==> config.mk <==
export PLATFORM = sky130hd
export DESIGN_NAME = divider
export DESIGN_NICKNAME = d
export VERILOG_FILES = /design/src/rtl/divider.sv
export SDC_FILE = /design/constraint.sdc
export NUM_CORES = 1
export LEC_CHECK = 0
export ABC_AREA = 1
export CAP_MARGIN = 20
export CORE_UTILIZATION = 45
export CTS_CLUSTER_DIAMETER = 120
export CTS_CLUSTER_SIZE = 10
export DETAILED_ROUTE_END_ITERATION = 8
export HOLD_SLACK_MARGIN = 0.03
export PLACE_DENSITY = 0.78
export SLEW_MARGIN = 20
export SYNTH_ARGS = -nofsm -noshare
export SYNTH_HDL_FRONTEND = slang
export SYNTH_SLANG_ARGS = --single-unit
==> constraint.sdc <==
create_clock -name clk -period 5.2 [get_ports clk]
set_input_delay 0.78 -clock clk [delete_from_list [all_inputs] [get_ports clk]]
set_output_delay 0.78 -clock clk [all_outputs]
set_load 0.01 [all_outputs]
==> src/rtl/divider.sv <==
// Sequential restoring shift-subtract divider.
// Divides a 2*WIDTH-bit dividend by a WIDTH-bit divisor and produces one
// quotient bit per clock. Overflow is flagged when the quotient cannot fit
// in WIDTH bits, which includes a zero divisor.
module divider #(
  parameter int WIDTH = 18
) (
  input  logic               clk,
  input  logic               reset_n,
  input  logic               start,
  input  logic [2*WIDTH-1:0] dividend,
  input  logic [WIDTH-1:0]   divisor,
  output logic [WIDTH-1:0]   quotient,
  output logic [WIDTH-1:0]   remainder,
  output logic               busy,
  output logic               done,
  output logic               overflow
);

  localparam int CW = (WIDTH > 1) ? $clog2(WIDTH) : 1;

  typedef enum logic [1:0] {
    IDLE,
    CHECK,
    ITER,
    DONE
  } state_t;

  state_t           state;
  logic [WIDTH-1:0] divisor_q;
  // The partial remainder is held in WIDTH bits only: it always stays below
  // the divisor, so its extra top bit would always be zero.
  logic [WIDTH-1:0] r_reg;
  logic [WIDTH-1:0] s_reg;
  logic [CW-1:0]    count;

  logic [WIDTH:0]   trial;
  logic [WIDTH:0]   diff;
  logic             trial_ge;
  logic [WIDTH-1:0] r_next;
  logic [WIDTH-1:0] s_next;

  // One restoring step: shift in the next dividend bit, trial-subtract the
  // divisor and keep the difference when it does not borrow. With the
  // remainder below the divisor the trial is below twice the divisor, so a
  // WIDTH+1-bit subtraction is exact and its top bit is the borrow.
  always_comb begin
    trial    = {r_reg, s_reg[WIDTH-1]};
    diff     = trial - {1'b0, divisor_q};
    trial_ge = ~diff[WIDTH];
    r_next   = trial_ge ? diff[WIDTH-1:0] : trial[WIDTH-1:0];
    s_next   = {s_reg[WIDTH-2:0], trial_ge};
  end

  // Control FSM with registered results; IDLE and DONE both accept a start.
  always_ff @(posedge clk or negedge reset_n) begin
    if (!reset_n) begin
      state     <= IDLE;
      divisor_q <= '0;
      r_reg     <= '0;
      s_reg     <= '0;
      count     <= '0;
      quotient  <= '0;
      remainder <= '0;
      busy      <= 1'b0;
      done      <= 1'b0;
      overflow  <= 1'b0;
    end else begin
      case (state)
        IDLE, DONE: begin
          if (start) begin
            divisor_q <= divisor;
            r_reg     <= dividend[2*WIDTH-1:WIDTH];
            s_reg     <= dividend[WIDTH-1:0];
            busy      <= 1'b1;
            done      <= 1'b0;
            overflow  <= 1'b0;
            state     <= CHECK;
          end
        end
        CHECK: begin
          if (r_reg >= divisor_q) begin
            quotient  <= '0;
            remainder <= '0;
            overflow  <= 1'b1;
            done      <= 1'b1;
            busy      <= 1'b0;
            state     <= DONE;
          end else begin
            count <= '0;
            state <= ITER;
          end
        end
        ITER: begin
          r_reg <= r_next;
          s_reg <= s_next;
          count <= count + 1'b1;
          if (count == CW'(WIDTH - 1)) begin
            quotient  <= s_next;
            remainder <= r_next;
            done      <= 1'b1;
            busy      <= 1'b0;
            state     <= DONE;
          end
        end
        default: state <= IDLE;
      endcase
    end
  end

endmodule

Yosys cells after proc, flatten, opt, wreduce, memory -nomap -nowiden:

Index checks and enable logic that the tools add are counted.

* $add $sub $neg: 2
* $lt $le $gt $ge: 1
* eq/ne operators: 8
* mux-type cells: 25
* bitwise logic cells: 1
* reduce and logical (&&, ||, !) cells: 12

Operators with widths (count)
* one-hot mux 18 bit (2 select lines): 4
* 2-to-1 mux 18 bit: 6
* subtractor 19 x 18 -> 19 bit: 1
* greater-or-equal comparator 18 bit: 1
* one-hot mux 5 bit (2 select lines): 1
* AND reduction 3 bit: 3
* inequality test 2 bit (second input constant): 4
* AND reduction 2 bit: 4
* 2-to-1 mux 1 bit: 7
* one-hot mux 1 bit (3 select lines): 2
* one-hot mux 2 bit (3 select lines): 1
* nonzero test 2 bit: 3
* adder 5 x 1 -> 5 bit (second input constant): 1
* equality test 5 bit (second input constant): 1
* 2-to-1 mux 5 bit: 1
* equality test 2 bit (second input constant): 2
* 2-to-1 mux 2 bit: 2
* equality test 2 x 1 -> 1 bit (second input constant): 1
* logical NOT 2 bit: 1
* one-hot mux 1 bit (2 select lines): 1
* OR reduction 2 bit: 1
* NOT 1 bit: 1

* register bits after elaboration: 100
* bits of input ports: 57
* logic and storage cells: 59

Longest topological paths before layout:

* word-level depth: 4
* depth in mapped cells: 16

Least setup slack after synthesis:

No wires, ideal clock.

* kind: reg-to-reg
* from: reg s_reg[17]
* to: reg remainder[17]
* library setup time: 0.127 ns
* data arrival time: 1.856 ns
* required time: 5.073 ns
* slack: 3.217 ns
* cell stages (with the launch flop): 13
* buffers on the path: 0
* clock period less this slack: 1.983 ns
* path through: dfrtp_1 > inv_1 > ha_1 > inv_1 > fa_1 > nand3_1 > nand3_2 > nand2_2 > nand3_1 > nand2_4 > nand2_1 > nand2_1 > o21ai_2

* longest elaborated chain between the ends: 4

RTL lines
* start, declared: RTL line 34 `logic [WIDTH-1:0] s_reg;`
* start signal, assigned: RTL line 74 `s_reg <= dividend[WIDTH-1:0];`
* start signal, assigned: RTL line 96 `s_reg <= s_next;`
* subtractor 19 x 18 -> 19 bit: RTL line 49 `diff = trial - {1'b0, divisor_q};`
* 2-to-1 mux 18 bit: RTL line 51 `r_next = trial_ge ? diff[WIDTH-1:0] : trial[WIDTH-1:0];`
* 2-to-1 mux 18 bit: RTL line 98 `if (count == CW'(WIDTH - 1)) begin`
* one-hot mux 18 bit (2 select lines): RTL line 69 `case (state)`
* end signal, assigned: RTL line 100 `remainder <= r_next;`
* end, declared: RTL line 14 `output logic [WIDTH-1:0] remainder,`

No other way between the ends. The select of a mux whose other input is x is not followed.
A chain may end at the register's enable or synchronous reset.

Final worst setup path:

* from: reg r_reg[17]
* to: reg remainder[9]

* longest elaborated chain between the ends: 4
* elaborated cells on any way between the ends: 7
* those cells by class: 1 x add/sub; 1 x order compare; 1 x eq/ne; 3 x mux; 1 x reduce/logical

RTL lines
* start, declared: RTL line 33 `logic [WIDTH-1:0] r_reg;`
* start signal, assigned: RTL line 73 `r_reg <= dividend[2*WIDTH-1:WIDTH];`
* start signal, assigned: RTL line 95 `r_reg <= r_next;`
* subtractor 19 x 18 -> 19 bit: RTL line 49
* 2-to-1 mux 18 bit: RTL line 51
* 2-to-1 mux 18 bit: RTL line 98
* one-hot mux 18 bit (2 select lines): RTL line 69

Parallel ways exist; a longest one is shown, timed or not. The select of a mux whose other input is x is not followed.

==> results.yml <==
synth:
  ys_top_cells_by_area: "sky130_fd_sc_hd__dfrtp_1 41%, sky130_fd_sc_hd__nand2_1 13%, sky130_fd_sc_hd__ha_1 8.3%"
  synthesis.area_sq_um: 6050
  synthesis.yosys.warnings: 0
  ys_types: 38
  postSynth.asyncResetShare_pct: 100.0
  synthMostInstantiatedCell: "sky130_fd_sc_hd__nand2_1"
  postSynthCellCount: 798
  mappedNetlistNets: 896
  avgSynthCellArea_sq_um: 7.581
  synth_area_leader_cell: "sky130_fd_sc_hd__dfrtp_1"
  synth.cells.most_frequent: "208 x sky130_fd_sc_hd__nand2_1, 100 x sky130_fd_sc_hd__dfrtp_1, 95 x sky130_fd_sc_hd__inv_1"
  synth-seq-area-share_pct: 41.37
  yosys_most_used_dff: "sky130_fd_sc_hd__dfrtp_1"
  post-synth-top-area-fraction_pct: 41.37
  synth_enable_flop_cells: 0
  synth.ff_latch_count: 100
outcome:
  status: "completed"
place:
  port_buffers: 95
  detailedPlacementHpwl_mm: 10.97
  gp_congestion: 0.9085
setup_path:
  critical_path_class: "reg2reg"
  worstSetupStartpointType: "flop"
  series_of_cell_instances_along_the_critical_path: "ha_1 > nand2_1 > inv_1 > nand3_1 > nor2_1 > o211ai_1 > nand3_1 > o21ai_4 > buf_4 > nand2_1 > o21ai_1"
  worstPathRequired_ns: 5.47
  critPathCaptureType: "flop"
  cp_data_arrival_time_ns: 3.14
  largest_fanout_on_the_critical_path: 42
  cpPeakStageDelay_ns: 0.76
  worst_path_max_delay_cell: "sky130_fd_sc_hd__o21ai_4"
detailed_routing:
  vias: 5362
  drt_pass1_iterations: 5
  drt_wl_total_mm: 14.91
  routedWlPerCell_microns: 14.07
  drt_first_iter_violations: 410
  routed_via_density: 5.058
  ant_nets: 0
  drcViolationCount: 0
global_route:
  largest_net_degree_at_the_start_of_global_routing: 57
  grt_first_pass_wirelength_mm: 24.96
  grt_usage_pct: 22.40
  grt_antenna_before_repair: 0
  globalRouteOverflowTotal: 0
  vias_in_the_first_global_route: 5011
clock_tree:
  cts.path.max_buffers: 2
  cts-htree-levels: 3
  tritoncts_clock_tree: "built"
  cts_made_buffers: 9
  root_buffer: "sky130_fd_sc_hd__clkbuf_16"
  cts.reportedPaths.clkPinSlew_ns: 0.07
  clock_sinks: 100
  post_cts.resized_instances: 0
  cts_stage_hold_buffer_count: 0
  post_cts.repair.setup_buffers: 0
  clk_latency_ns: 0.35
layout:
  fin_util_pct: 57.49
  num-nets-final: 981
  antenna_cells: 0
  areaGrowthSynthToFinish_pct: 22.36
  drive_gt1_share_pct: 6.194
floorplan:
  placementRows: 41
  floorplan.die.height_microns: 117.9
  die_w_microns: 117.9
  placeableCoreArea_sq_um: 12880
  die_area_sq_um: 13910
  start_util_pct: 46.98
  io_pins: 96
hold_path:
  hold_class: "in2async"
sta:
  maxSlewViolCount: 0
  setup_viol: 0
  finalHoldViolCount: 0
  grt_setup_unrepaired: "false"
  setup_tns_ns: 0
  fmax_mhz: 349.2
  timing.slew.headroom_pct: 39.29
  part_of_the_cycle_the_worst_path_needs_pct: 55.07
  worst-slew-pin-transition_ns: 0.9072
  fin_crit_ns: 2.864
  fin_worst_skew_ns: 0.007651
flow_run:
  maxCapViolCount: 0
==> per-layer routing <==
metal | GRT usage (%) | vias to the layer above | wire length [microns]
li1 | - | 2760 | -
met1 | 29.95 | 2457 | 7026
met2 | 37.43 | 134 | 7035
met3 | 4.554 | 11 | 721
met4 | 4.487 | 0 | 128
met5 | 0 | - | 0
==> final cells by class <==
class | instances | area (sq um)
clock buffers | 11 | 232.7
clock inverters | 5 | 45.04
fillers | 1178 | 5474
inverters | 98 | 367.9
multi-input cells | 573 | 3045
flip-flops and latches | 100 | 2502
well taps | 172 | 215.2
repair buffers | 101 | 993.5
==> per-stage QoR <==
step           hold slack, ns  area (sq um)  instances  setup slack (ns)
2_1_floorplan          0.4844          6050        798             3.217
3_3_place_gp           0.4728          7124       1044             2.422
3_5_place_dp           0.4776          7124       1044             2.356
4_1_cts                0.4951          7402       1060             2.329
5_1_grt                0.5106          7402       1060             2.031
6_report               0.4769          7402       1060             2.336
==> layout by cell type, fill, tap and decap left out, drive strengths merged <==
cell,count
xor2,4
nand3,58
buf,7
nand2,219
ha,40
a22oi,1
o21a,1
nor3,5
clkinvlp,1
clkinv,2
clkbuf,11
a21oi,76
o211ai,1
xnor2,6
dfrtp,100
clkdlybuf4s50,94
mux2,1
o31ai,1
nand4,5
nor2,80
a31oi,17
o21ai,55
o21bai,1
inv,100
fa,1
nand3b,1
==> critical path, delay by kind of cell (launching register included) <==
kind                     cells  cell delay, ns
buffers and inverters        2            0.46
flip-flops                   1            0.47
AO/OA/AOI/OAI                3            0.95
adder cells (fa/ha/maj)      1            0.33
AND/OR/NAND/NOR              5            0.55
==> cell families (layout without fill, tap and decap cells) <==
logic type	count (synthesis)	in the layout	share of synthesized area, %
XOR/XNOR	10	10	1.448
flip-flops	100	100	41.37
AO/OA/AOI/OAI	153	153	13.71
buffers and inverters	125	215	8.418
adder cells (fa/ha/maj)	41	41	8.604
multiplexers	1	1	0.1861
AND/OR/NAND/NOR	368	368	26.27
==> final timing paths <==
kind | start | end | slack [ns] | cells after the start
worst max register to register | r_reg[17] | remainder[9] | 2.34 | 11
worst max-delay path | r_reg[17] | remainder[9] | 2.34 | 11
worst min-delay path | reset_n | divisor_q[5] | 0.48 | 1
min in group clk | remainder[0] | remainder[0] | 0.49 | 2
max in group asynchronous | reset_n | r_reg[0] | 3.69 | 2
worst min register to register | remainder[0] | remainder[0] | 0.49 | 2
Power is not shown: default switching activity piles up to over one toggle a cycle in this logic, so the estimate is an artifact.
